### src/rtl/npu_bus_arbiter.sv
// ---------------------------------------------------------------------------
// npu_bus_arbiter
//
// Grants ownership of the NPU's shared 32-bit data bus to one requester at a
// time: the host (fixed highest priority) or one of NUM_PE processing
// elements (round-robin among themselves). A grant lasts for a multi-beat
// burst. Every change of owner passes through one dead TURN cycle so that
// the tristate drivers of two owners never overlap.
//
// Optional feature macro: NPU_ARB_TIMEOUT_EN
//   defined   -> a beat counter forces release after TIMEOUT beats without
//                last, pulses timeout_err_o and latches timeout_id_o.
//   undefined -> grants are unbounded, timeout_err_o = 0, timeout_id_o = 15.
//
// Ports
//   clk           clock
//   rst           asynchronous, active-high reset
//   host_req_i    host bus request, held for the whole burst
//   host_last_i   host final-beat flag
//   pe_req_i      per-PE bus request, held for the whole burst
//   pe_last_i     per-PE final-beat flag
//   host_gnt_o    host owns the bus
//   pe_gnt_o      one-hot PE ownership (drives PE output enables)
//   owner_id_o    0..NUM_PE-1 = PE, 8 = host, 15 = no owner
//   busy_o        high while in GRANT or TURN
//   timeout_err_o one-cycle pulse on a forced release
//   timeout_id_o  owner_id of the last forced-release victim
// ---------------------------------------------------------------------------
module npu_bus_arbiter #(
  parameter int NUM_PE  = 8,
  parameter int TIMEOUT = 64
) (
  input  logic              clk,
  input  logic              rst,
  input  logic              host_req_i,
  input  logic              host_last_i,
  input  logic [NUM_PE-1:0] pe_req_i,
  input  logic [NUM_PE-1:0] pe_last_i,
  output logic              host_gnt_o,
  output logic [NUM_PE-1:0] pe_gnt_o,
  output logic [3:0]        owner_id_o,
  output logic              busy_o,
  output logic              timeout_err_o,
  output logic [3:0]        timeout_id_o
);

  localparam int PTR_W = (NUM_PE > 1) ? $clog2(NUM_PE) : 1;
  localparam logic [3:0] OWNER_HOST = 4'd8;
  localparam logic [3:0] OWNER_NONE = 4'd15;

  typedef enum logic [1:0] {
    ST_IDLE  = 2'd0,
    ST_GRANT = 2'd1,
    ST_TURN  = 2'd2
  } state_e;

  state_e             state_q, state_d;
  logic               host_gnt_q, host_gnt_d;
  logic [NUM_PE-1:0]  pe_gnt_q, pe_gnt_d;
  logic [3:0]         owner_id_q, owner_id_d;
  logic               busy_q, busy_d;
  logic [PTR_W-1:0]   rr_ptr_q, rr_ptr_d;

  logic               pe_win_found_s;
  logic [PTR_W-1:0]   pe_win_idx_s;
  logic [PTR_W:0]     cand_s;
  logic               owner_req_s;
  logic               owner_last_s;
  logic               beat_s;
  logic               timeout_hit_s;
  logic [PTR_W-1:0]   owner_idx_s;

  // Round-robin search among PE requests, starting at rr_ptr_q and wrapping.
  always_comb begin
    pe_win_found_s = 1'b0;
    pe_win_idx_s   = '0;
    cand_s         = '0;
    for (int i = 0; i < NUM_PE; i++) begin
      cand_s = {1'b0, rr_ptr_q} + (PTR_W+1)'(i);
      if (cand_s >= (PTR_W+1)'(NUM_PE)) begin
        cand_s = cand_s - (PTR_W+1)'(NUM_PE);
      end else begin
        cand_s = cand_s;
      end
      if (!pe_win_found_s && pe_req_i[cand_s[PTR_W-1:0]]) begin
        pe_win_found_s = 1'b1;
        pe_win_idx_s   = cand_s[PTR_W-1:0];
      end else begin
        pe_win_found_s = pe_win_found_s;
      end
    end
  end

  // The current owner's request/last, selected by the registered grant.
  assign owner_req_s  = host_gnt_q ? host_req_i  : |(pe_req_i  & pe_gnt_q);
  assign owner_last_s = host_gnt_q ? host_last_i : |(pe_last_i & pe_gnt_q);
  assign beat_s       = (state_q == ST_GRANT) && owner_req_s;
  assign owner_idx_s  = owner_id_q[PTR_W-1:0];

  // Next-state, grant and round-robin pointer logic.
  always_comb begin
    state_d    = state_q;
    host_gnt_d = host_gnt_q;
    pe_gnt_d   = pe_gnt_q;
    owner_id_d = owner_id_q;
    rr_ptr_d   = rr_ptr_q;
    case (state_q)
      ST_IDLE, ST_TURN: begin
        if (host_req_i) begin
          state_d    = ST_GRANT;
          host_gnt_d = 1'b1;
          pe_gnt_d   = '0;
          owner_id_d = OWNER_HOST;
        end else if (pe_win_found_s) begin
          state_d    = ST_GRANT;
          host_gnt_d = 1'b0;
          pe_gnt_d   = {{(NUM_PE-1){1'b0}}, 1'b1} << pe_win_idx_s;
          owner_id_d = 4'(pe_win_idx_s);
        end else begin
          state_d    = ST_IDLE;
          host_gnt_d = 1'b0;
          pe_gnt_d   = '0;
          owner_id_d = OWNER_NONE;
        end
      end
      ST_GRANT: begin
        if (!owner_req_s || owner_last_s || timeout_hit_s) begin
          state_d    = ST_TURN;
          host_gnt_d = 1'b0;
          pe_gnt_d   = '0;
          owner_id_d = OWNER_NONE;
          // Host bursts leave the PE rotation untouched.
          if (!host_gnt_q) begin
            rr_ptr_d = (owner_idx_s == PTR_W'(NUM_PE - 1)) ? '0 : owner_idx_s + PTR_W'(1);
          end else begin
            rr_ptr_d = rr_ptr_q;
          end
        end else begin
          state_d = ST_GRANT;
        end
      end
      default: begin
        state_d    = ST_IDLE;
        host_gnt_d = 1'b0;
        pe_gnt_d   = '0;
        owner_id_d = OWNER_NONE;
        rr_ptr_d   = '0;
      end
    endcase
    busy_d = (state_d != ST_IDLE);
  end

  // State and registered outputs; grants drop asynchronously with rst.
  always_ff @(posedge clk or posedge rst) begin
    if (rst) begin
      state_q    <= ST_IDLE;
      host_gnt_q <= 1'b0;
      pe_gnt_q   <= '0;
      owner_id_q <= OWNER_NONE;
      busy_q     <= 1'b0;
      rr_ptr_q   <= '0;
    end else begin
      state_q    <= state_d;
      host_gnt_q <= host_gnt_d;
      pe_gnt_q   <= pe_gnt_d;
      owner_id_q <= owner_id_d;
      busy_q     <= busy_d;
      rr_ptr_q   <= rr_ptr_d;
    end
  end

`ifdef NPU_ARB_TIMEOUT_EN
  localparam int CNT_W = $clog2(TIMEOUT) + 1;

  logic [CNT_W-1:0] beat_cnt_q;
  logic             timeout_err_q;
  logic [3:0]       timeout_id_q;

  // Forced release on the TIMEOUT-th beat if that beat is not the last one.
  assign timeout_hit_s = beat_s && !owner_last_s &&
                         (beat_cnt_q == CNT_W'(TIMEOUT - 1));

  // Beat counter (cleared outside GRANT) and timeout report registers.
  always_ff @(posedge clk or posedge rst) begin
    if (rst) begin
      beat_cnt_q    <= '0;
      timeout_err_q <= 1'b0;
      timeout_id_q  <= OWNER_NONE;
    end else begin
      if (state_q != ST_GRANT) begin
        beat_cnt_q <= '0;
      end else if (beat_s) begin
        beat_cnt_q <= beat_cnt_q + CNT_W'(1);
      end else begin
        beat_cnt_q <= beat_cnt_q;
      end
      timeout_err_q <= timeout_hit_s;
      if (timeout_hit_s) begin
        timeout_id_q <= owner_id_q;
      end else begin
        timeout_id_q <= timeout_id_q;
      end
    end
  end

  assign timeout_err_o = timeout_err_q;
  assign timeout_id_o  = timeout_id_q;
`else
  assign timeout_hit_s = 1'b0;
  assign timeout_err_o = 1'b0;
  assign timeout_id_o  = OWNER_NONE;
`endif

  assign host_gnt_o = host_gnt_q;
  assign pe_gnt_o   = pe_gnt_q;
  assign owner_id_o = owner_id_q;
  assign busy_o     = busy_q;

endmodule

### config.mk
export PLATFORM = sky130hd
export DESIGN_NAME = npu_bus_arbiter
export DESIGN_NICKNAME = d
export VERILOG_FILES = /design/src/rtl/npu_bus_arbiter.sv
export SDC_FILE = /design/constraint.sdc
export NUM_CORES = 1
export LEC_CHECK = 0
export ABC_AREA = 1
export BUFFER_PORTS_ARGS = -buffer_cell sky130_fd_sc_hd__clkbuf_2
export CELL_PAD_IN_SITES_DETAIL_PLACEMENT = 2
export CELL_PAD_IN_SITES_GLOBAL_PLACEMENT = 2
export CORE_ASPECT_RATIO = 0.9
export CORE_MARGIN = 3
export CORE_UTILIZATION = 30
export DETAILED_ROUTE_END_ITERATION = 10
export GPL_TIMING_DRIVEN = 1
export PLACE_DENSITY = 0.83
export SKIP_CTS_REPAIR_TIMING = 1
export SLEW_MARGIN = 20
export SYNTH_ARGS = -nofsm -noshare
export SYNTH_HDL_FRONTEND = slang
export SYNTH_SLANG_ARGS = --single-unit
### constraint.sdc
create_clock -name clk -period 2.75 [get_ports clk]
set_input_delay 0.275 -clock clk [delete_from_list [all_inputs] [get_ports clk]]
set_output_delay 0.275 -clock clk [all_outputs]
set_load 0.005 [all_outputs]
==> results of run 1 <==
==> placed cells by master (no fill, tap or decap), types with 5 or more instances in the layout <==
cell | synthesis | routed
nor2_1 | 16 | 15
nand2_1 | 90 | 90
nand2_4 | 7 | 7
nand2_2 | 8 | 8
o21ai_0 | 7 | 7
nand4_1 | 6 | 6
nand3_2 | 10 | 10
dfrtp_1 | 15 | 15
clkbuf_2 | 0 | 33
inv_2 | 6 | 6
inv_1 | 19 | 19
conb_1 | 2 | 5
nand3_1 | 33 | 33
==> through the flow <==
step	setup WS (ns)	hold WS (ns)	cell area [sq um]
2_1_floorplan	0.3699	0.2232	1871
3_3_place_gp	0.3448	0.4104	2066
3_5_place_dp	0.2266	0.4370	2066
4_1_cts	0.1745	0.1391	2112
5_1_grt	0.01638	0.1830	2125
6_report	0.2273	0.1090	2125
==> final timing paths <==
check	from	endpoint	cells after the start
worst max-delay path	rr_ptr_q[1]$_DFFE_PP0P_	pe_gnt_o[3]$_DFFE_PP0P_	15
worst min-delay path	rst	state_q[0]$_DFF_PP0_	2
worst max register to register	rr_ptr_q[1]$_DFFE_PP0P_	pe_gnt_o[3]$_DFFE_PP0P_	15
worst min register to register	state_q[0]$_DFF_PP0_	host_gnt_o$_DFFE_PP0P_	1
max in group asynchronous	rst	pe_gnt_o[5]$_DFFE_PP0P_	2
min in group clk	host_last_i	state_q[1]$_DFF_PP0_	3
==> cell usage after synthesis (2+ instances only) <==
library cell	instances	share of area, %
nor2_1	16	3.2
dfrtp_1	15	20
inv_2	6	1.2
buf_4	7	2.8
xor2_1	2	0.94
o21ai_2	2	0.94
nand2_2	8	2.7
nor2_2	3	1.0
conb_1	2	0.40
nor2_4	2	1.2
nand3_2	10	5.4
a21oi_1	2	0.54
inv_1	19	3.8
nand4_1	6	2.0
ha_1	4	2.7
nand3_1	33	8.9
nand2_1	90	18
dfstp_2	4	5.7
o21ai_0	7	1.9
a221oi_1	3	1.4
nand2_4	7	4.2
==> logic make-up (layout without fill, tap and decap cells) <==
logic type | Yosys count | after routing | synth area share [%]
and+or+nand+nor | 180 | 180 | 51.01
buffers and inverters | 37 | 68 | 10.30
AOI/OAI and AO/OA | 21 | 21 | 7.471
DFF | 19 | 19 | 25.84
adders and majority gates | 4 | 4 | 2.692
xor gates and xnor gates | 4 | 4 | 2.289
other | 2 | 5 | 0.4039
==> registers in the layout, indices dropped and copies added (netlist names) <==
signal / count
busy_o: 1
pe_gnt_o: 8
rr_ptr_q: 3
owner_id_o: 4
state_q: 2
host_gnt_o: 1
==> power breakdown <==
part | total [W] | switching [W] | internal [W]
combinational | 0.00217 | 0.00151 | 0.000665
sequential | 0.000515 | 0.000111 | 0.000404
clock | 0.000202 | 0.000101 | 0.000101
==> metal layers <==
layer / wire, um / vias to the layer above / GRT usage (%)
met5: 0 / - / 0
met3: 161 / 6 / 2.256
li1: - / 927 / -
met1: 3153 / 958 / 26.41
met2: 3128 / 30 / 34.20
met4: 54 / 0 / 3.274
==> layout make-up <==
cell class | instances | area (sq um)
Inverter | 27 | 103.9
Sequential cell | 19 | 480.5
Tap cell | 70 | 87.58
Fill cell | 727 | 3699
Clock buffer | 3 | 41.29
Clock inverter | 1 | 5.005
Multi-Input combinational cell | 214 | 1211
Timing Repair Buffer | 37 | 195.2
==> qor.yml, run 1 <==
power:
  power_density_nw_per_um2: 1359
  vdd_drop_max_mv: 0.5069
  power_w: 0.002888
  p_leak_nw: 1.131
drt:
  routed_wl_mm: 6.498
  firstDrtPassIters: 4
  drc: 0
  via_per_inst: 5.178
  vias: 1921
  wl_per_cell_um: 17.51
  drt_iter0_markers: 100
  ant_nets: 0
global_routing:
  grt_pass1_vias: 2131
  antenna_found_initial: 0
  grt_max_degree: 20
  grt_overflow: 0
  grt_use_total_pct: 19.69
  grt_pass1_wl_mm: 10.81
critical_path:
  path_cells: "inv_2 -> ha_2 -> inv_2 -> nand3_1 -> nand2_1 -> o21ai_0 -> nand3_1 -> nand2_1 -> a21boi_0 -> nand3_1 -> nand2_1 -> nand2_2 -> nor2_2 -> nand2_1 -> nand2_1"
  crit_path_top_delay_cell: "dfrtp_1"
  cp_data_arrival_time_ns: 2.72
  rrSetupSlack_ns: 0.23
  start_kind: "register"
  endpoint_kind: "register"
  crit_path_max_fanout: 7
  worstSetupPathType: "register to register"
  crit_buf_inv: 2
  slowest_delay_ns: 0.40
  cp.required_ns: 2.95
  crit_top_cell: "nand2_1"
  crit_family: "simple AND/OR/NAND/NOR gates"
clocking:
  cts_tree: "built"
  cts.sinks: 19
  cts_root_buf: "clkbuf_8"
  htree_num_levels: 1
  clk_path_buf_depth: 2
  numCtsBuffers: 3
  worstSkewPairLatency_ns: 0.27
  clkTransAtPathRegs_ns: 0.08
floorplanning:
  die_w_um: 88.99
  fp.dieArea_sq_um: 7180
  die_h_um: 80.69
  coreArea_sq_um: 5823
  rows: 26
  initial_core_util_pct: 31.93
  boundaryPins: 39
cells_and_area:
  antennaDiodeCount: 0
  final_layout_size_suffix_gt1_share_pct: 30.90
  final_core_util_pct: 36.48
  fin_nets: 326
  stdcell_count: 371
  areaGrowthSynthToFinish_pct: 14.27
synth:
  synthesis.area_sq_um: 1859
  avgSynthCellArea_sq_um: 6.964
  ys_types: 40
  ys_ff_latch: 19
  yosysWarnings: 0
  netlist_instances: 267
  synthFlopType: "dfrtp_1"
  async_reset_ff_share_pct: 100.0
  synth_edf_count: 0
  seq_area_frac_synth_pct: 25.84
status:
  status: "complete, no violations"
sta:
  finalCritPeriodShare_pct: 91.73
  period_needed_ns: 2.523
  slew_headroom_pct: 49.85
  rsz0062_at_grt: "no"
  skew_ns: 0.01042
  setup_viol: 0
  hold_viol_final: 0
  tightestPinTransition_ns: 0.7514
  clock.fmax_mhz: 396.4
  drv_slew: 0
  setup_tns_ns: 0
placement:
  gp_congestion: 0.8584
  post-place-cells: 367
  dpl.hpwl_mm: 5.305
  io_buffers: 33
run:
  drv_cap: 0
hold_path:
  hold_class: "input pin to asynchronous set/reset pin"
Power figures use the tool's default switching activity.
==> run 2, diff against run 1 <==
--- a/config.mk
+++ b/config.mk
@@ -10,7 +10,7 @@
 export CELL_PAD_IN_SITES_DETAIL_PLACEMENT = 2
 export CELL_PAD_IN_SITES_GLOBAL_PLACEMENT = 2
 export CORE_ASPECT_RATIO = 0.9
-export CORE_MARGIN = 3
+export CORE_MARGIN = 2
 export CORE_UTILIZATION = 30
 export DETAILED_ROUTE_END_ITERATION = 10
 export GPL_TIMING_DRIVEN = 1
==> qor.yml, run 2 (synthesis gave the netlist of run 1 again) <==
sta:
  tightestPinTransition_ns: 0.7434
  setup_viol: 0
  setup_tns_ns: 0
  period_needed_ns: 2.533
  rsz0062_at_grt: "no"
  skew_ns: 0.001232
  finalCritPeriodShare_pct: 92.12
  slew_headroom_pct: 50.38
  clock.fmax_mhz: 394.7
  drv_slew: 0
  hold_viol_final: 0
cells_and_area:
  largest_reg_flops: 8
  final_common_cell: "nand2_1"
  areaGrowthSynthToFinish_pct: 14.27
  antennaDiodeCount: 0
  layout_common_cells: "90 x nand2_1, 33 x nand3_1, 33 x clkbuf_2"
  stdcell_count: 374
  final_layout_size_suffix_gt1_share_pct: 30.46
  fin_nets: 327
global_routing:
  antenna_found_initial: 0
  grt_overflow: 0
  grt_pass1_wl_mm: 10.56
  grt.busiest_layer: "met2"
  grt_max_degree: 20
  grt_util_met2_pct: 34.96
  grt_pass1_vias: 2093
  use_met3_pct: 1.367
  grt_use_met1_pct: 25.85
  grt_use_total_pct: 19.57
clocking:
  cts_root_buf: "clkbuf_8"
  numCtsBuffers: 3
  htree_num_levels: 1
  cts_tree: "built"
  clkTransAtPathRegs_ns: 0.07
  cts.sinks: 19
  worstSkewPairLatency_ns: 0.26
  clk_path_buf_depth: 2
critical_path:
  crit_path_top_delay_cell: "dfrtp_1"
  cp_data_arrival_time_ns: 2.73
  slowest_delay_ns: 0.41
  crit_path_max_fanout: 10
  start_kind: "register"
  cp.required_ns: 2.95
  endpoint_kind: "register"
  path_cells: "buf_4 -> ha_1 -> xnor2_1 -> nand3_2 -> nand2_2 -> nor2_8 -> nand3_1 -> inv_1 -> nor2_1 -> nand3_1 -> nor2_1 -> nand3_1 -> nor2_1 -> nand2_1 -> nand2_1"
  worstSetupPathType: "register to register"
floorplanning:
  fp.dieArea_sq_um: 6844
  die_h_um: 78.69
  rows: 27
  coreArea_sq_um: 6047
  initial_core_util_pct: 30.75
  die_w_um: 86.99
  boundaryPins: 39
placement:
  io_buffers: 33
  dpl.hpwl_mm: 5.492
  gp_congestion: 0.8614
  post-place-cells: 370
power:
  power_density_nw_per_um2: 1340
  p_leak_nw: 1.134
  vdd_drop_max_mv: 0.4195
drt:
  via_per_inst: 5.104
  wl_per_cell_um: 16.68
  drt_iter0_markers: 74
  firstDrtPassIters: 4
  drc: 0
  ant_nets: 0
  routed_wl_mm: 6.240
  vias: 1909
status:
  status: "complete, no violations"
run:
  drv_cap: 0
hold_path:
  hold_class: "input pin to asynchronous set/reset pin"
==> run 2: changes by cell type in the layout (fill, tap and decap cells not counted) <==
cell     change
buf_4        +1
nor2_1       +1
nor2_2       -1
xnor2_1      +1
xnor2_2      -1
==> run 2: worst paths after layout <==
kind / start / to / slack, ns / cells past startpoint
max reg2reg: rr_ptr_q[0]$_DFFE_PP0P_ / pe_gnt_o[4]$_DFFE_PP0P_ / 0.22 / 15
min: rst / pe_gnt_o[1]$_DFFE_PP0P_ / 0.12 / 2
max in group asynchronous: rst / rr_ptr_q[0]$_DFFE_PP0P_ / 2.17 / 2
max: rr_ptr_q[0]$_DFFE_PP0P_ / pe_gnt_o[4]$_DFFE_PP0P_ / 0.22 / 15
min reg2reg: state_q[0]$_DFF_PP0_ / host_gnt_o$_DFFE_PP0P_ / 0.51 / 1
min in group clk: host_req_i / state_q[0]$_DFF_PP0_ / 0.35 / 3
==> run 2: cell type report <==
type                            count  area [sq um]
Fill cell                         758          3923
Multi-Input combinational cell    214          1201
Sequential cell                    19         480.5
Timing Repair Buffer               38         202.7
Inverter                           27         103.9
Tap cell                           72         90.09
Clock buffer                        3         41.29
Clock inverter                      1         5.005
==> run 2: worst max-delay path, delay by kind of cell (launching register included) <==
| family | cells | cell delay (ns) |
|---|---|---|
| xor+xnor | 1 | 0.36 |
| fa+ha+maj | 1 | 0.23 |
| buf+inv | 2 | 0.23 |
| flops | 1 | 0.41 |
| simple gates | 11 | 1.23 |
==> run 2: power by group <==
group          switching [W]  internal, W
clock network      0.0000967     0.000101
registers           0.000110     0.000405
logic                0.00147     0.000661
==> run 2: metal layers <==
layer / up-vias / share of wire [%]
met5: - / 0
met4: 0 / 0.88
met3: 5 / 1.6
met2: 27 / 50
met1: 948 / 47
li1: 929 / -
==> run 2: per-stage QoR <==
step           cell area [sq um]  total power (W)  setup slack (ns)  util [%]  hold slack (ns)
5_1_grt                     2125         0.003157         0.0006914     35.13           0.1630
3_3_place_gp                2076         0.002557            0.3000     34.33           0.4090
4_1_cts                     2122         0.002881            0.1671     35.09           0.1413
2_1_floorplan               1871         0.002081            0.3699         -           0.2232
6_report                    2125         0.002847            0.2166     35.13           0.1173
3_5_place_dp                2076         0.002663            0.1974     34.33           0.4282
==> run 3, diff against run 2 <==
--- a/config.mk
+++ b/config.mk
@@ -15,6 +15,7 @@
 export DETAILED_ROUTE_END_ITERATION = 10
 export GPL_TIMING_DRIVEN = 1
 export PLACE_DENSITY = 0.83
+export SETUP_SLACK_MARGIN = 0.3
 export SKIP_CTS_REPAIR_TIMING = 1
 export SLEW_MARGIN = 20
 export SYNTH_ARGS = -nofsm -noshare
==> qor.yml, run 3 (synthesis gave the netlist of run 1 again) <==
cells_and_area:
  fin_nets: 331
  largest_reg_flops: 8
  final_core_util_pct: 38.55
  n_fill_cell: 735
  final_layout_size_suffix_gt1_share_pct: 38.24
  final_common_cell: "nand2_1"
  layout_common_cells: "86 x nand2_1, 33 x clkbuf_2, 27 x nand3_1"
  antennaDiodeCount: 0
  areaGrowthSynthToFinish_pct: 25.37
critical_path:
  cp_data_arrival_time_ns: 2.60
  endpoint_kind: "register"
  cp.required_ns: 2.95
  worstSetupPathType: "register to register"
  reg2reg_from: "rr_ptr_q[1]$_DFFE_PP0P_"
  rrSetupSlack_ns: 0.35
  ff2ff_path_depth: 15
  start_kind: "register"
  crit_path_max_fanout: 7
  r2r_end: "pe_gnt_o[4]$_DFFE_PP0P_"
power:
  power_w: 0.003276
  p_leak_nw: 1.182
  power_density_nw_per_um2: 1406
  vdd_drop_max_mv: 0.4736
clocking:
  htree_num_levels: 1
  cts_tree: "built"
  clk_path_buf_depth: 2
  cts.sinks: 19
  cts_root_buf: "clkbuf_8"
  numCtsBuffers: 3
  clkTransAtPathRegs_ns: 0.07
  worstSkewPairLatency_ns: 0.26
global_routing:
  grt_pass1_wl_mm: 10.56
  grt_pass1_vias: 2093
  grt_overflow: 0
  grt_use_total_pct: 19.57
  antenna_found_initial: 0
  grt_max_degree: 20
sta:
  clock.fmax_mhz: 417.1
  setup_viol: 0
  slew_headroom_pct: 51.00
  finalCritPeriodShare_pct: 87.17
  hold_viol_final: 0
  period_needed_ns: 2.397
  postLayoutSetupSlackWorst_ns: 0.3527
  hold_ws_ns: 0.1125
  rsz0062_at_grt: "yes"
  tightestPinTransition_ns: 0.7342
  skew_ns: 0.001725
  setup_tns_ns: 0
  drv_slew: 0
drt:
  via_per_inst: 5.198
  routed_wl_mm: 7.039
  drt_iter0_markers: 60
  firstDrtPassIters: 4
  wl_per_cell_um: 18.62
  drc: 0
  vias: 1965
  ant_nets: 0
floorplanning:
  rows: 27
  die_h_um: 78.69
  initial_core_util_pct: 30.75
  fp.dieArea_sq_um: 6844
  die_w_um: 86.99
  boundaryPins: 39
  coreArea_sq_um: 6047
placement:
  dpl.hpwl_mm: 5.492
  pre_cts_slack_ns: 0.1974
  io_buffers: 33
  gp_congestion: 0.8614
hold_path:
  hold_class: "input pin to asynchronous set/reset pin"
status:
  status: "complete, no violations"
run:
  drv_cap: 0
run 3: changes by cell type in the layout (fill, tap and decap cells not counted), sizes merged:
| cell | change |
|---|---|
| buf | +4 |
run 3: power breakdown:
group / leakage, nW / internal [W] / switching, W / total (W)
clock network: 0.0255 / 0.000101 / 0.0000986 / 0.000200
registers: 0.239 / 0.000406 / 0.000125 / 0.000531
logic: 0.917 / 0.000835 / 0.00171 / 0.00255
total: 1.18 / 0.00134 / 0.00193 / 0.00328
run 3: layer usage:
metal	wire [um]	track usage, %
met5	0	0
met4	65	3.438
met3	128	1.367
met2	3755	34.96
met1	3090	25.85
run 3: how the worst max path moves through the flow:
stage	startpoint	to	slack (ns)
finish	rr_ptr_q[1]$_DFFE_PP0P_	pe_gnt_o[4]$_DFFE_PP0P_	0.35
global route	rr_ptr_q[1]$_DFFE_PP0P_	pe_gnt_o[6]$_DFFE_PP0P_	0.17
CTS	rr_ptr_q[0]$_DFFE_PP0P_	pe_gnt_o[4]$_DFFE_PP0P_	0.17
detailed placement	rr_ptr_q[0]$_DFFE_PP0P_	pe_gnt_o[4]$_DFFE_PP0P_	0.20
global placement	rr_ptr_q[0]$_DFFE_PP0P_	pe_gnt_o[4]$_DFFE_PP0P_	0.30
floorplan	rr_ptr_q[0]$_DFFE_PP0P_	busy_o$_DFF_PP0_	0.37
run 3: critical path, stage by stage, from the launching register on:
cell and delay (ns):
dfrtp_1 0.43, inv_2 0.08, ha_4 0.29, inv_6 0.09, nand3_1 0.10, nand2_1 0.14, nand2_1 0.10, nand2_2 0.12
inv_2 0.07, nor2_4 0.16, nand4_4 0.13, nand3_1 0.11, nand2_1 0.12, a21oi_2 0.23, nand2_1 0.10, nand2_1 0.06
run 3: through the flow:
stage / area (sq um) / cells
5_1_grt: 2331 / 378
3_3_place_gp: 2076 / 370
4_1_cts: 2122 / 374
6_report: 2331 / 378
3_5_place_dp: 2076 / 370
2_1_floorplan: 1871 / 270
run 3: area by class of cell:
cell class / count / area (sq um) / share of cell area [%]
flip-flops and latches: 19 / 481.7 / 20.67
repair buffers: 42 / 240.2 / 10.31
clock inverters: 1 / 5.005 / 0.2147
inverters: 27 / 111.4 / 4.777
well taps: 72 / 90.09 / 3.865
clock buffers: 3 / 41.29 / 1.771
multi-input cells: 214 / 1361 / 58.40
